`config.mk`:
```
export PLATFORM = sky130hd
export DESIGN_NAME = quick_spi_scheduler
export DESIGN_NICKNAME = d
export VERILOG_FILES = /design/src/rtl/quick_spi_scheduler.sv
export SDC_FILE = /design/constraint.sdc
export NUM_CORES = 1
export LEC_CHECK = 0
export CAP_MARGIN = 20
export CORE_ASPECT_RATIO = 1.2
export CORE_MARGIN = 1
export CORE_UTILIZATION = 42
export CTS_CLUSTER_DIAMETER = 100
export DETAILED_ROUTE_END_ITERATION = 16
export PLACE_DENSITY = 0.91
export SYNTH_ARGS = -nofsm -noshare
export SYNTH_HDL_FRONTEND = slang
export SYNTH_SLANG_ARGS = --single-unit
```
`constraint.sdc`:
```
create_clock -name s_axi_aclk -period 4.9 [get_ports s_axi_aclk]
set_clock_uncertainty 0.1 [all_clocks]
set_input_delay 0.735 -clock s_axi_aclk [delete_from_list [all_inputs] [get_ports s_axi_aclk]]
set_output_delay 0.735 -clock s_axi_aclk [all_outputs]
set_load 0.1 [all_outputs]
```
`src/rtl/quick_spi_scheduler.sv`:
```
// Round-robin scheduler that shares one SPI transfer engine between several clients.
// Each grant runs one engine transaction, returns RX data or an error, then waits a slave-select gap.
module quick_spi_scheduler #(
  parameter int NUM_REQUESTERS   = 4,
  parameter int NUMBER_OF_SLAVES = 2,
  parameter int SLAVE_BITS       = 3,
  parameter int DATA_WIDTH       = 32,
  parameter int NBITS_WIDTH      = 6,
  parameter int GAP_CYCLES       = 4,
  parameter int TIMEOUT_CYCLES   = 65535
) (
  input  logic                                   s_axi_aclk,
  input  logic                                   s_axi_areset,
  input  logic [NUM_REQUESTERS-1:0]              req_valid,
  output logic [NUM_REQUESTERS-1:0]              req_ready,
  input  logic [NUM_REQUESTERS*SLAVE_BITS-1:0]   req_slave,
  input  logic [NUM_REQUESTERS*DATA_WIDTH-1:0]   req_data,
  input  logic [NUM_REQUESTERS*NBITS_WIDTH-1:0]  req_nbits,
  output logic [NUM_REQUESTERS-1:0]              resp_valid,
  input  logic [NUM_REQUESTERS-1:0]              resp_ready,
  output logic [DATA_WIDTH-1:0]                  resp_data,
  output logic                                   resp_err,
  output logic                                   eng_start,
  output logic [SLAVE_BITS-1:0]                  eng_slave,
  output logic [DATA_WIDTH-1:0]                  eng_data,
  output logic [NBITS_WIDTH-1:0]                 eng_nbits,
  input  logic                                   eng_busy,
  input  logic                                   eng_done,
  input  logic [DATA_WIDTH-1:0]                  eng_rx_data,
  output logic [2:0]                             gnt_id,
  output logic                                   busy
);

  typedef enum logic [2:0] {
    IDLE,
    ISSUE,
    WAIT_DONE,
    RESPOND,
    GAP
  } state_t;

  localparam logic [15:0] TO_LAST   = 16'(TIMEOUT_CYCLES - 1);
  localparam logic [15:0] GAP_LAST  = (GAP_CYCLES > 0) ? 16'(GAP_CYCLES - 1) : 16'd0;
  localparam logic [2:0]  PTR_RESET = 3'(NUM_REQUESTERS - 1);
  localparam logic [NUM_REQUESTERS-1:0] ONE_HOT0 = NUM_REQUESTERS'(1);

  state_t                    state, state_d;
  logic [2:0]                rr_ptr, rr_ptr_d;
  logic [2:0]                gnt_id_d;
  logic [SLAVE_BITS-1:0]     eng_slave_d;
  logic [DATA_WIDTH-1:0]     eng_data_d;
  logic [NBITS_WIDTH-1:0]    eng_nbits_d;
  logic                      eng_start_d;
  logic [NUM_REQUESTERS-1:0] resp_valid_d;
  logic [DATA_WIDTH-1:0]     resp_data_d;
  logic                      resp_err_d;
  logic [15:0]               to_cnt, to_cnt_d;
  logic [15:0]               gap_cnt, gap_cnt_d;

  logic                      win_found;
  logic [2:0]                winner;
  logic [NUM_REQUESTERS-1:0] win_onehot;
  logic [NUM_REQUESTERS-1:0] gnt_onehot;
  logic [SLAVE_BITS-1:0]     sel_slave;
  logic [DATA_WIDTH-1:0]     sel_data;
  logic [NBITS_WIDTH-1:0]    sel_nbits;
  logic                      sel_invalid;
  logic                      resp_accept;

  // Search starts just past the last winner, so the previous grantee has lowest priority.
  always_comb begin
    win_found = 1'b0;
    winner    = '0;
    for (int o = 1; o <= NUM_REQUESTERS; o++) begin
      for (int j = 0; j < NUM_REQUESTERS; j++) begin
        if (!win_found && req_valid[j] && ((int'(rr_ptr) + o) % NUM_REQUESTERS) == j) begin
          win_found = 1'b1;
          winner    = 3'(j);
        end
      end
    end
  end

  always_comb begin
    sel_slave = '0;
    sel_data  = '0;
    sel_nbits = '0;
    for (int j = 0; j < NUM_REQUESTERS; j++) begin
      if (3'(j) == winner) begin
        sel_slave = req_slave[j*SLAVE_BITS +: SLAVE_BITS];
        sel_data  = req_data[j*DATA_WIDTH +: DATA_WIDTH];
        sel_nbits = req_nbits[j*NBITS_WIDTH +: NBITS_WIDTH];
      end
    end
    sel_invalid = (sel_nbits == '0) ||
                  (int'(sel_nbits) > DATA_WIDTH) ||
                  (int'(sel_slave) >= NUMBER_OF_SLAVES);
  end

  assign win_onehot  = ONE_HOT0 << winner;
  assign gnt_onehot  = ONE_HOT0 << gnt_id;
  assign resp_accept = |(resp_ready & resp_valid);
  assign busy        = (state != IDLE);

  // Held low during reset so a client cannot see a grant that will never complete.
  assign req_ready = (state == IDLE && win_found && !s_axi_areset) ? win_onehot : '0;

  always_comb begin
    state_d      = state;
    rr_ptr_d     = rr_ptr;
    gnt_id_d     = gnt_id;
    eng_slave_d  = eng_slave;
    eng_data_d   = eng_data;
    eng_nbits_d  = eng_nbits;
    eng_start_d  = 1'b0;
    resp_valid_d = resp_valid;
    resp_data_d  = resp_data;
    resp_err_d   = resp_err;
    to_cnt_d     = to_cnt;
    gap_cnt_d    = gap_cnt;

    case (state)
      IDLE: begin
        if (win_found) begin
          gnt_id_d    = winner;
          rr_ptr_d    = winner;
          eng_slave_d = sel_slave;
          eng_data_d  = sel_data;
          eng_nbits_d = sel_nbits;
          if (sel_invalid) begin
            resp_data_d  = '0;
            resp_err_d   = 1'b1;
            resp_valid_d = win_onehot;
            state_d      = RESPOND;
          end else begin
            eng_start_d = !eng_busy;
            state_d     = ISSUE;
          end
        end
      end

      // The start pulse is launched from here; once it has been seen high we move on.
      ISSUE: begin
        if (eng_start) begin
          to_cnt_d = '0;
          state_d  = WAIT_DONE;
        end else if (!eng_busy) begin
          eng_start_d = 1'b1;
        end
      end

      WAIT_DONE: begin
        if (eng_done) begin
          resp_data_d  = eng_rx_data;
          resp_err_d   = 1'b0;
          resp_valid_d = gnt_onehot;
          state_d      = RESPOND;
        end else if (to_cnt == TO_LAST) begin
          resp_data_d  = '0;
          resp_err_d   = 1'b1;
          resp_valid_d = gnt_onehot;
          state_d      = RESPOND;
        end else begin
          to_cnt_d = to_cnt + 16'd1;
        end
      end

      RESPOND: begin
        if (resp_accept) begin
          resp_valid_d = '0;
          gap_cnt_d    = '0;
          state_d      = (GAP_CYCLES == 0) ? IDLE : GAP;
        end
      end

      GAP: begin
        if (gap_cnt == GAP_LAST) begin
          state_d = IDLE;
        end else begin
          gap_cnt_d = gap_cnt + 16'd1;
        end
      end

      default: state_d = IDLE;
    endcase
  end

  always_ff @(posedge s_axi_aclk or posedge s_axi_areset) begin
    if (s_axi_areset) begin
      state      <= IDLE;
      rr_ptr     <= PTR_RESET;
      gnt_id     <= '0;
      eng_slave  <= '0;
      eng_data   <= '0;
      eng_nbits  <= '0;
      eng_start  <= 1'b0;
      resp_valid <= '0;
      resp_data  <= '0;
      resp_err   <= 1'b0;
      to_cnt     <= '0;
      gap_cnt    <= '0;
    end else begin
      state      <= state_d;
      rr_ptr     <= rr_ptr_d;
      gnt_id     <= gnt_id_d;
      eng_slave  <= eng_slave_d;
      eng_data   <= eng_data_d;
      eng_nbits  <= eng_nbits_d;
      eng_start  <= eng_start_d;
      resp_valid <= resp_valid_d;
      resp_data  <= resp_data_d;
      resp_err   <= resp_err_d;
      to_cnt     <= to_cnt_d;
      gap_cnt    <= gap_cnt_d;
    end
  end

endmodule
```
# --- Yosys cells after proc, flatten, opt, wreduce, memory -nomap -nowiden ---
# Index checks and enable logic that the tools add are counted.
op_classes:
  add_sub_neg: 6
  magnitude_cmp: 2
  eq_ne: 30
  shift: 2
  muxes: 80
  bitwise: 5
  n_reduce_logical: 75
ops:
  columns: ["op", "n"]
  rows:
  - ["32-bit two-way mux", 8]
  - ["32-bit zero test", 4]
  - ["16-bit two-way mux", 5]
  - ["3-bit two-way mux", 24]
  - ["16-bit one-hot mux with 2 select lines", 2]
  - ["32-bit one-hot mux with 2 select lines", 1]
  - ["1-bit logical AND", 33]
  - ["16-bit by 1-bit adder with 16-bit output, second input constant", 2]
  - ["3-bit equality test, second input constant", 9]
  - ["1-bit two-way mux", 25]
  - ["4-bit two-way mux", 6]
  - ["6-bit two-way mux", 4]
  - ["3-bit by 2-bit equality test with 1-bit output, second input constant", 6]
  - ["1-bit zero test", 17]
  - ["16-bit equality test, second input constant", 1]
  - ["16-bit by 2-bit equality test with 1-bit output, second input constant", 1]
  - ["2-bit inequality test, second input constant", 8]
  - ["3-bit one-hot mux with 5 select lines", 1]
  - ["4-bit one-hot mux with 3 select lines", 1]
  - ["5-bit AND reduction", 2]
  - ["4-bit AND reduction", 2]
  - ["2-bit OR reduction", 4]
  - ["1-bit by 3-bit << shifter with 4-bit output, first input constant", 2]
  - ["2-bit by 3-bit equality test with 1-bit output, first input constant", 2]
  - ["19 further kinds", 30]
totals:
  ff_bits: 119
  input_bits: 208
  out_inout_bits: 87
  elab_cells: 212

# --- Longest topological paths before layout ---
depth:
  word_depth: 77
  ltp_mapped: 12
  mapped_depth_nobuf: 11

# --- Worst setup path before layout ---
# No wires, ideal clock.
synth_path:
  kind: "in2out"
  startpoint: "in req_valid[2]"
  endpoint: "out req_ready[1]"
  t_arrival_ps: 4786
  slack_ps: -721
  path_stages: 7
  path_buffers: 3
  path_cell_list: "nand2b_1 a21o_1 o311a_1 buf_1 clkbuf_1 buf_1 nor4_1"
synth_between:
  elab_chain_cells: 58
synth_lines:
  columns: ["element", "line", "source"]
  rows:
  - ["start, declared", "14", "input logic [NUM_REQUESTERS-1:0] req_valid,"]
  - ["1-bit logical AND (2 in a row)", "76", "if (!win_found && req_valid[j] && ((int'(rr_ptr) + o) % NUM_REQUESTERS) == j) begin"]
  - ["1-bit two-way mux", "76", null]
  - ["1-bit zero test", "76", null]
  - ["1-bit logical AND (2 in a row)", "76", null]
  - ["1-bit two-way mux", "76", null]
  - ["1-bit zero test", "76", null]
  - ["1-bit logical AND (2 in a row)", "76", null]
  - ["1-bit two-way mux", "76", null]
  - ["(+36 left out)", null, null]
  - ["1-bit zero test", "76", null]
  - ["1-bit logical AND (2 in a row)", "76", null]
  - ["1-bit two-way mux", "76", null]
  - ["1-bit zero test", "76", null]
  - ["1-bit logical AND (2 in a row)", "76", null]
  - ["1-bit two-way mux", "76", null]
  - ["1-bit logical AND (2 in a row)", "106", "assign req_ready = (state == IDLE && win_found && !s_axi_areset) ? win_onehot : '0;"]
  - ["4-bit two-way mux (*)", "106", null]
  - ["end, declared", "15", "output logic [NUM_REQUESTERS-1:0] req_ready,"]
# Mark *: on every way between the ends. The rest lies on a longest branch, timed or not.

# --- Worst setup path after layout ---
layout_path:
  startpoint: "in req_valid[3]"
  endpoint: "reg resp_data[29]"
layout_between:
  elab_chain_cells: 61
layout_lines:
  columns: ["element", "line", "source"]
  rows:
  - ["1-bit logical AND (2 in a row)", "76", null]
  - ["1-bit two-way mux", "76", null]
  - ["1-bit zero test", "76", null]
  - ["1-bit logical AND (2 in a row)", "76", null]
  - ["1-bit two-way mux", "76", null]
  - ["1-bit zero test", "76", null]
  - ["1-bit logical AND (2 in a row)", "76", null]
  - ["1-bit two-way mux", "76", null]
  - ["(+39 left out)", null, null]
  - ["3-bit two-way mux", "76", null]
  - ["3-bit zero test", "89", "if (3'(j) == winner) begin"]
  - ["6-bit two-way mux (4 in a row)", "89", null]
  - ["6-bit > comparator or 6-bit zero test (tied branches)", "96, 95", null]
  - ["1-bit logical OR", "95", "sel_invalid = (sel_nbits == '0) ||"]
  - ["1-bit logical OR", "96", "(int'(sel_nbits) > DATA_WIDTH) ||"]
  - ["2-bit inequality test (no source line)", null, null]
  - ["4-bit AND reduction (no source line) (*)", null, null]
  - ["end signal, assigned", "211", "resp_data <= resp_data_d;"]
  - ["end, declared", "21", "output logic [DATA_WIDTH-1:0] resp_data,"]
# Marks and branches as above.
# A chain may end at the register's enable or synchronous reset.

==> reports/qor.csv <==
stage;metric;value;unit
synthesis;ys_types;58;
power_and_ir_drop;powerDensity;710;nW/um2
floorplanning;core;15000;um2
drt;drt_first_iter_violations;521;
sta;finalSetupTns;0;ns
global_route;antenna_found_initial;0;
finish;layout_commonest_cell;clkdlybuf4s50_1;
drt;drt_wl_total;23.1;mm
finish;fin_nets;1268;
clocking;ctsHtreeMaxLevel;4;
placement;io_buffers;293;
sta;relSlewSlack;26.9;%
synthesis;synth-edff-count;0;
sta;worst_slew_pin_slew;1.09;ns
synthesis;syn_inst;785;
placement;gp_congestion;0.822;
setup_path;crit_start;req_valid[3];
sta;rsz0062_at_grt;no;
setup_path;max_stage_delay;0.59;ns
setup_path;crit_chain;clkdlybuf4s50_1 -> nor2b_1 -> o21ai_2 -> o311ai_4 -> mux4_2 -> or4_4 -> o21ai_1 -> nand3_2 -> a22o_1;
min_path;hold_class;flop to flop;
finish;insertedDiodeCount;0;
floorplanning;initial_utilization;42.9;%
min_path;holdCritStartpoint;eng_data[12];
clocking;cts_buffer_depth;2;
global_route;grt_overflow;0;
synthesis;synth_area;6420;um2
power_and_ir_drop;ir_worst_vdd;0.416;mV
sta;setup_viol;0;
job;drv_cap;0;
clocking;cts_root_buf;clkbuf_16;
clocking;cts_resized;0;
clocking;cts_hold_buf;0;
finish;final_cell_mix;clkdlybuf4s50_1, nand2_1, dfrtp_1;
setup_path;worst-path-buf-inv;1;
synthesis;synth_nets;996;
synthesis;synth_simple_gate_area_share;32.1;%
synthesis;synthXorXnorAreaFrac;0.682;%
sta;drv_slew;0;
setup_path;cpMaxStageDelayCell;mux4_2;
placement;dpl-instance-area;9520;um2
clocking;cts_tree;done;
setup_path;r2r-start;rr_ptr[0];
synthesis;synth_area_per_cell;8.18;um2
clocking;cts.sinks;118;
synthesis;synth_top_family_by_area;simple AND/OR/NAND/NOR gates;
sta;timing.fmax;0.246;GHz
outcome;status;finished, final reports clean;
global_route;grtUsageTotal;29.5;%
clocking;cts_setup_buffers;0;
setup_path;worstPathArrival;4.26;ns
setup_path;crit_required;5.09;ns
floorplanning;dieArea;15800;um2
sta;fin_ws;0.828;ns
synthesis;synth_compound_area_share;13.0;%
setup_path;end_kind;flop;
drt;vias;7070;
floorplanning;die_x;115;um
clocking;cts_made_buffers;17;
placement;post-place-ws;0.497;ns
finish;areaGrowthSynthToFinish;58.7;%
placement;placed_cells;1240;
synthesis;synthAdderAreaFrac;0.585;%
synthesis;synthMuxAreaShare;3.80;%
synthesis;ys_warn_count;0;
drt;first_pass_iters;5;
sta;fin_crit;4.07;ns
setup_path;crit_type;input pin to flop;
clocking;clkLatencyLatePin;0.41;ns
setup_path;cp-start-kind;input pin;
synthesis;yosysSeqAreaShare;46.0;%
finish;final_util;68.1;%
synthesis;synth-seq-cells;118;
drt;viasPerCell;5.55;
drt;routedWlPerCell;18.2;um
synthesis;synth_flop_cell;dfrtp_1;
floorplanning;die_h;137;um
placement;hpwl;16.9;mm
finish;stdcell_area;10200;um2
power_and_ir_drop;p_leak;4.52;nW
synthesis;async_reset_ff_share;100;%
sta;fin_crit_sh;83.1;%
global_route;grt_pass1_wl;35.3;mm
setup_path;crit_family;simple AND/OR/NAND/NOR gates;
global_route;grt_max_degree;86;
setup_path;crit_fanout;33;
floorplanning;num_rows;49;
finish;layoutNonFillerInstCount;1274;
clocking;clk_pin_slew;0.05;ns
floorplanning;pin_count;295;
global_route;first_global_vias;6786;
finish;n_fill_cell;1173;
finish;drive_gt1_share;6.17;%
drt;post-route-drc-count;0;
drt;ant_nets;0;
sta;hold_viol;0;
## area by class of cell
| type | count | area, um2 | area share [%] |
|---|---|---|---|
| Clock inverter | 6 | 87.6 | 0.860 |
| Clock buffer | 26 | 529 | 5.19 |
| Multi-Input combinational cell | 607 | 3280 | 32.2 |
| Inverter | 10 | 40.0 | 0.393 |
| Tap cell | 204 | 255 | 2.51 |
| Timing Repair Buffer | 303 | 3040 | 29.8 |
| Sequential cell | 118 | 2960 | 29.0 |
## synth_stat cells, types with 7 or more instances
master | number | area share [%]
clkbuf_1 | 32 | 1.9
buf_1 | 12 | 0.70
o21ai_1 | 10 | 0.78
nand4_1 | 12 | 1.2
nor4_1 | 10 | 0.97
nor3_1 | 9 | 0.70
mux2i_1 | 12 | 1.9
inv_1 | 9 | 0.53
nand2_1 | 253 | 15
nor2_1 | 25 | 1.5
and3_1 | 10 | 0.97
dfrtp_1 | 116 | 45
a31oi_1 | 8 | 0.78
o31ai_1 | 7 | 0.82
nand2b_1 | 7 | 0.68
a21oi_1 | 10 | 0.78
o21ai_0 | 35 | 2.7
nand3_1 | 107 | 8.3
a22o_1 | 32 | 4.4
## worst reg2reg max path, delay by kind of cell, from the launching register on
kind	cells	cell delay (ns)
AND/OR/NAND/NOR	3	1.35
flip-flops	1	0.56
AO/OA/AOI/OAI	4	1.02
multiplexers	1	0.49
## kinds of logic (layout without fill, tap and decap cells)
| family | count (synthesis) | count (layout) |
|---|---|---|
| other | 1 | 1 |
| adders and majority gates | 3 | 3 |
| and+or+nand+nor | 457 | 457 |
| muxes | 20 | 20 |
| xor gates and xnor gates | 5 | 5 |
| DFF | 118 | 118 |
| buffers and inverters | 60 | 345 |
| AOI/OAI and AO/OA | 121 | 121 |
## sequential cells by signal, indices dropped and copies added, names as in the netlist
register / flops
eng_start: 1
resp_err: 1
to_cnt: 16
eng_data: 32
resp_data: 32
eng_nbits: 6
eng_slave: 3
resp_valid: 4
rr_ptr: 2
gnt_id: 2
gap_cnt: 16
state: 3
## path summary, 6_finish.rpt
kind                                 endpoint  slack (ns)  cells past startpoint
worst max-delay path            resp_data[29]        0.83                      9
worst min-delay path             eng_data[12]        0.37                      2
worst max register to register  resp_data[29]        1.24                      8
worst min register to register   eng_data[12]        0.37                      2
max in group asynchronous          to_cnt[13]        3.43                      3
min in group asynchronous         eng_data[0]        0.65                      2
## power breakdown
part / internal (mW) / leakage [nW] / switching, mW
clock network: 0.842 / 0.295 / 0.427
registers: 1.29 / 1.53 / 0.255
logic: 1.15 / 2.69 / 3.27
## per-layer routing
| metal | up-vias | global-route usage [%] | routed length [um] |
|---|---|---|---|
| li1 | 3287 | - | - |
| met5 | - | 0 | 0 |
| met2 | 379 | 50.8 | 11800 |
| met3 | 48 | 9.59 | 2120 |
| met4 | 0 | 12.7 | 806 |
| met1 | 3356 | 33.4 | 8380 |
## metrics by stage
stage,hold slack (ns),power (mW)
6_report,0.369,7.23
5_1_grt,0.398,7.56
4_1_cts,0.375,7.23
3_5_place_dp,0.363,5.92
3_3_place_gp,0.358,5.82
2_1_floorplan,0.338,4.75
Power figures use the tool's default switching activity.
